==> config.mk <==
export PLATFORM = sky130hd
export DESIGN_NAME = funct_generator_mc
export DESIGN_NICKNAME = d
export VERILOG_FILES = /design/src/rtl/funct_generator_mc.sv
export SDC_FILE = /design/constraint.sdc
export NUM_CORES = 1
export LEC_CHECK = 0
export CORE_ASPECT_RATIO = 0.9
export CORE_MARGIN = 8
export CORE_UTILIZATION = 46
export CTS_CLUSTER_DIAMETER = 100
export DETAILED_ROUTE_END_ITERATION = 8
export PLACE_DENSITY = 0.71
export SLEW_MARGIN = 20
export SYNTH_ARGS = -nofsm -noshare
export SYNTH_HDL_FRONTEND = slang
export SYNTH_SLANG_ARGS = --single-unit
==> constraint.sdc <==
create_clock -name clk -period 7 [get_ports clk]
set_clock_uncertainty 0.1 [all_clocks]
set_input_delay 0.7 -clock clk [delete_from_list [all_inputs] [get_ports clk]]
set_output_delay 0.7 -clock clk [all_outputs]
set_load 0.05 [all_outputs]
==> src/rtl/funct_generator_mc.sv <==
// Multi-channel function generator: per-channel waveform configuration, round-robin
// sample issue through a 2-stage multiply/saturate pipeline into a downstream FIFO.
module funct_generator_mc #(
  parameter  int CHANNELS   = 4,
  parameter  int LUT_ADDR   = 6,
  parameter  int INT_BITS   = 8,
  parameter  int DATA_WIDTH = 12,
  localparam int CH_W       = (CHANNELS > 1) ? $clog2(CHANNELS) : 1
) (
  input  logic                         clk,
  input  logic                         rst,
  input  logic                         enh_conf_i,
  input  logic                         en_low_i,
  input  logic                         cfg_we_i,
  input  logic [CH_W-1:0]              cfg_ch_i,
  input  logic [1:0]                   cfg_sel_i,
  input  logic signed [INT_BITS-1:0]   cfg_amp_i,
  input  logic [LUT_ADDR-1:0]          cfg_step_i,
  input  logic                         fifo_full_i,
  output logic                         wr_en_o,
  output logic signed [DATA_WIDTH-1:0] data_o,
  output logic [CH_W-1:0]              ch_o,
  output logic [1:0]                   state_o
);

  localparam int P  = LUT_ADDR;
  localparam int PW = P + 1 + INT_BITS;
  localparam int EW = ((PW > DATA_WIDTH) ? PW : DATA_WIDTH) + 1;

  localparam logic signed [P+1:0]  W_H     = (P+2)'(2 ** (P - 1));
  localparam logic signed [P+1:0]  W_ONE   = (P+2)'(1);
  localparam logic signed [EW-1:0] SAT_MAX = EW'(2 ** (DATA_WIDTH - 1) - 1);
  localparam logic signed [EW-1:0] SAT_MIN = EW'(-(2 ** (DATA_WIDTH - 1)));
  localparam logic [CH_W:0]        CH_LIM  = (CH_W+1)'(CHANNELS);
  localparam logic [CH_W-1:0]      LAST_CH = CH_W'(CHANNELS - 1);

  typedef enum logic [1:0] {
    ST_IDLE   = 2'd0,
    ST_CONFIG = 2'd1,
    ST_GEN    = 2'd2
  } state_t;

  state_t state_r, state_nx_s;

  logic [1:0]                 sel_r   [CHANNELS];
  logic signed [INT_BITS-1:0] amp_r   [CHANNELS];
  logic [P-1:0]               step_r  [CHANNELS];
  logic [P-1:0]               phase_r [CHANNELS];
  logic [CH_W-1:0]            ptr_r;

  logic                       v1_r;
  logic signed [P:0]          w1_r;
  logic signed [INT_BITS-1:0] amp1_r;
  logic [CH_W-1:0]            ch1_r;

  logic                       v2_r;
  logic signed [DATA_WIDTH-1:0] data_r;
  logic [CH_W-1:0]            ch_r;

  logic                       issue_s;
  logic                       cfg_wr_s;
  logic signed [PW-1:0]       prod_s;

  // Waveform value for one channel, signed P+1 bits, centred on zero.
  function automatic logic signed [P:0] wave_f(input logic [1:0] sel, input logic [P-1:0] a);
    logic signed [P+1:0] ax;
    logic signed [P+1:0] res;
    ax  = $signed({2'b00, a});
    res = W_ONE;
    case (sel)
      2'd0:    res = a[P-1] ? (W_ONE - W_H) : (W_H - W_ONE);
      2'd1:    res = a[P-1] ? (W_H + W_H + W_H - W_ONE - ax - ax) : (ax + ax - W_H);
      2'd2:    res = ax - W_H;
      2'd3:    res = W_ONE;
      default: res = W_ONE;
    endcase
    return res[P:0];
  endfunction

  // Clamp the full-width product into the output sample range.
  function automatic logic signed [DATA_WIDTH-1:0] sat_f(input logic signed [PW-1:0] p);
    logic signed [EW-1:0] pe;
    pe = EW'(p);
    if (pe > SAT_MAX) begin
      return SAT_MAX[DATA_WIDTH-1:0];
    end else if (pe < SAT_MIN) begin
      return SAT_MIN[DATA_WIDTH-1:0];
    end else begin
      return pe[DATA_WIDTH-1:0];
    end
  endfunction

  assign issue_s  = (state_r == ST_GEN) && !fifo_full_i;
  assign cfg_wr_s = (state_r == ST_CONFIG) && cfg_we_i && ({1'b0, cfg_ch_i} < CH_LIM);
  assign prod_s   = PW'(w1_r) * PW'(amp1_r);

  // State register.
  always_ff @(posedge clk or posedge rst) begin
    if (rst) begin
      state_r <= ST_IDLE;
    end else begin
      state_r <= state_nx_s;
    end
  end

  // Next-state decode; GEN exits on either config request or enable release.
  always_comb begin
    state_nx_s = ST_IDLE;
    case (state_r)
      ST_IDLE: begin
        if (enh_conf_i) begin
          state_nx_s = ST_CONFIG;
        end else if (!en_low_i) begin
          state_nx_s = ST_GEN;
        end else begin
          state_nx_s = ST_IDLE;
        end
      end
      ST_CONFIG: begin
        if (enh_conf_i) begin
          state_nx_s = ST_CONFIG;
        end else begin
          state_nx_s = ST_IDLE;
        end
      end
      ST_GEN: begin
        if (enh_conf_i || en_low_i) begin
          state_nx_s = ST_IDLE;
        end else begin
          state_nx_s = ST_GEN;
        end
      end
      default: state_nx_s = ST_IDLE;
    endcase
  end

  // Per-channel configuration and phase accumulators.
  always_ff @(posedge clk or posedge rst) begin
    if (rst) begin
      for (int i = 0; i < CHANNELS; i++) begin
        sel_r[i]   <= 2'd0;
        amp_r[i]   <= '0;
        step_r[i]  <= P'(1);
        phase_r[i] <= '0;
      end
    end else begin
      for (int i = 0; i < CHANNELS; i++) begin
        if (cfg_wr_s && (cfg_ch_i == CH_W'(i))) begin
          sel_r[i]  <= cfg_sel_i;
          amp_r[i]  <= cfg_amp_i;
          step_r[i] <= cfg_step_i;
        end
        // Phases only run in GEN so every generate burst starts from zero.
        if (state_r != ST_GEN) begin
          phase_r[i] <= '0;
        end else if (issue_s && (ptr_r == CH_W'(i))) begin
          phase_r[i] <= phase_r[i] + step_r[i];
        end
      end
    end
  end

  // Round-robin channel pointer.
  always_ff @(posedge clk or posedge rst) begin
    if (rst) begin
      ptr_r <= '0;
    end else if (state_r != ST_GEN) begin
      ptr_r <= '0;
    end else if (issue_s) begin
      ptr_r <= (ptr_r == LAST_CH) ? '0 : ptr_r + CH_W'(1);
    end
  end

  // Stage 1: waveform lookup; the whole pipeline freezes while the FIFO is full.
  always_ff @(posedge clk or posedge rst) begin
    if (rst) begin
      v1_r   <= 1'b0;
      w1_r   <= '0;
      amp1_r <= '0;
      ch1_r  <= '0;
    end else if (!fifo_full_i) begin
      v1_r <= issue_s;
      if (issue_s) begin
        w1_r   <= wave_f(sel_r[ptr_r], phase_r[ptr_r]);
        amp1_r <= amp_r[ptr_r];
        ch1_r  <= ptr_r;
      end
    end
  end

  // Stage 2: scale, saturate and present the tagged sample.
  always_ff @(posedge clk or posedge rst) begin
    if (rst) begin
      v2_r   <= 1'b0;
      data_r <= '0;
      ch_r   <= '0;
    end else if (!fifo_full_i) begin
      v2_r <= v1_r;
      if (v1_r) begin
        data_r <= sat_f(prod_s);
        ch_r   <= ch1_r;
      end
    end
  end

  assign wr_en_o = v2_r && !fifo_full_i;
  assign data_o  = data_r;
  assign ch_o    = ch_r;
  assign state_o = state_r;

endmodule

==> run metrics <==
critical path cell sequence=inv_1, nor2_1, fa_1, fa_1, fa_1, inv_1, fa_1, inv_1, ha_1, o21ai_0, nand2b_1, a2111oi_1, a211oi_2, a31oi_1, or2_1, o21ai_1; Seq/Total Area, Yosys=0.3739; Layout area overhead=14.63%; hold path startpoint=data_o[9]; Final Hold Fails=0; clk root buf=clkbuf_16; RSZ-0062 raised after global routing=false; max cap viols=0; average instance area after synthesis=11.29 µm²; I/O Pins=41; routed length per instance=16.26 µm; # port buffers=40; fin crit share=0.7658; Reg2Reg Launch Point=w1_r[5]; Fmax achieved=186.5 MHz; hold depth=2; crit path buf inv count=3; Worst slew margin=0.3340; CTS tree=yes; Remaining Overflow, GRT=0; most frequent cell after synthesis=dfrtp_1; Synth Area in XOR/XNOR=0.03056; area share of the leading cell type in the synthesized netlist=0.3613; Post-Synth Adder-Cell Area=0.1969; Synth cell types=51; Post-Synthesis Cells=736; Critical Path Sink Type=flop; largest net degree at the start of global routing=75; Initial Utilization=0.4704; first-pass GRT wire length=28440 µm; GRT Util Overall=0.1609; CP Launch Type=flop; Synth Area in Compound Gates=0.07286; share of layout cells above drive strength 1=0.1797; multiplexer share of the synthesized area=0.1757; ys flop type=dfrtp_1; reg2reg end=data_o[10]; CTS Buf Count=17; peak fanout along the critical path=13; largest family of logic cells by synthesized area=adder cells; Worst path max stage delay=560 ps; Crit path top cell by count=fa_1; CTS max path bufs=2; met1 Track Usage GR=0.2148; die area=22630 µm²; FF-to-FF path depth=16; via count=5346; WP data required=7190 ps; Data arrival, critical path=5550 ps; top cells by area, synth=dfrtp_1, fa_1, mux2_2, ha_1, inv_1; vias in the first global route=5426; flop-to-flop setup slack=1640 ps; syn_nets=862; Die H=143.5 µm; sink of the worst hold path=data_o[9]; CP top delay family=adder cells; Routed Antenna Nets=0; placeable core area=17670 µm²; GR peak layer=met2; #FFs+latches synth=124; final RePlAce weighted congestion=0.8656; Clock Latency Late Sink=430 ps; initial antenna violation count=0; grt met3 use=0.04413; final setup vio count=0; TNS Setup=0 ps; Reg clk slew, reported paths=60 ps; Post-Syn Area=8312 µm²; simple-gate area share of the yosys netlist=0.1016; Synth area leader=dfrtp_1; yosys warns=0; EDFF count, synth=0; Max Transition Viols Final=0; most frequent cells after synthesis=dfrtp_1, inv_1, mux2_2; DR iter-0 viols=245; Async SR Flop Fraction=1.000; HP Class=reg2reg; number of core rows=46; status=completed; CTS sink count=124; H-tree Lvls=4; DRC Markers=0; Crit Path Class=reg2reg; final WL=16750 µm; min Tclk post-route=5361 ps; hold_buf cts=0; drt pass-1 iters=4; Post-CTS Setup Bufs=0; hpwl dp=12110 µm; Vias/cell=5.190; critical path's slowest cell=dfrtp_1; Tightest Pin Transition=996.1 ps; met2 layer usage reported by global route=0.2526; post-CTS sizing=0; Final nets=903; Die W=157.7 µm; ANT cells=0
-- registers in the layout (all words and copies together) (netlist names), 6 cells and up --
name     count
amp1_r       8
amp_r       32
data_o      12
phase_r     24
sel_r        8
step_r      24
w1_r         6
-- area by class of cell --
cell class,count,area [µm²]
well taps,240,300.3
clock buffers,21,480.5
flip-flops and latches,124,3108
fillers,1528,8142
repair buffers,48,460.4
multi-input cells,514,4801
clock inverters,11,105.1
inverters,72,272.8
-- stage by stage --
stage	instances	util	instance area [µm²]	setup slack [ps]	hold WS, ps
2_1_floorplan	736	-	8312	2183	339.2
3_3_place_gp	998	0.5061	8942	1814	360.8
3_5_place_dp	998	0.5061	8942	1688	365.7
4_1_cts	1030	0.5392	9528	1648	380.5
5_1_grt	1030	0.5392	9528	1283	396.5
6_report	1030	0.5392	9528	1639	374.2
-- logic make-up (layout without fill, tap and decap cells) --
kind of cell	Yosys count	count (layout)
buf+inv	98	152
simple gates	176	176
xor+xnor	29	29
fa+ha+maj	102	102
mux	117	117
flops	124	124
compound gates	90	90
-- cell usage in the layout (no fill, tap or decap), types with 3 or more instances in the layout --
master / instances
a211oi_1: 5
a21o_1: 6
a21oi_1: 28
a32oi_1: 4
and2_1: 33
buf_4: 8
clkbuf_16: 17
clkbuf_8: 4
clkdlybuf4s50_1: 40
clkinv_2: 3
dfrtp_1: 120
dfstp_2: 4
fa_1: 48
ha_1: 54
inv_1: 70
inv_6: 5
mux2_1: 10
mux2_2: 69
mux2i_1: 24
mux4_1: 4
mux4_2: 10
nand2_1: 40
nand2b_1: 14
nand3_1: 3
nor2_1: 63
nor2b_1: 8
nor3_1: 4
o211ai_1: 3
o21a_1: 3
o21ai_0: 8
o21ai_1: 5
o21ai_2: 11
o21bai_1: 5
or3_1: 5
xnor2_1: 27
-- layer usage --
metal  share of wire  vias up  routed length (µm)
met5               0        -                   0
met4           0.013        0                 214
met3           0.043       22                 728
met2            0.46       86                7675
met1            0.49     2662                8128
li1                -     2576                   -
-- worst max path at each step --
| stage | from | endpoint | slack (ps) | depth (start not counted) |
|---|---|---|---|---|
| 6_report | w1_r[5] | data_o[10] | 1640 | 16 |
| 4_1_cts | w1_r[5] | data_o[10] | 1650 | 16 |
| 2_1_floorplan | w1_r[2] | data_o[5] | 2180 | 19 |
| 3_5_place_dp | w1_r[1] | data_o[10] | 1690 | 18 |
| 3_3_place_gp | w1_r[2] | data_o[10] | 1810 | 17 |
| 5_1_grt | w1_r[5] | data_o[10] | 1280 | 16 |
-- worst register-to-register path: stages (launching register included) --
cell and delay (ps):
dfrtp_1 560, inv_1 230, nor2_1 180, fa_1 440
fa_1 510, fa_1 540, inv_1 60, fa_1 530
inv_1 40, ha_1 350, o21ai_0 240, nand2b_1 100
a2111oi_1 460, a211oi_2 80, a31oi_1 180, or2_1 500
o21ai_1 140
Power is not shown: default switching activity piles up to over one toggle a cycle in this logic, so the estimate is an artifact.
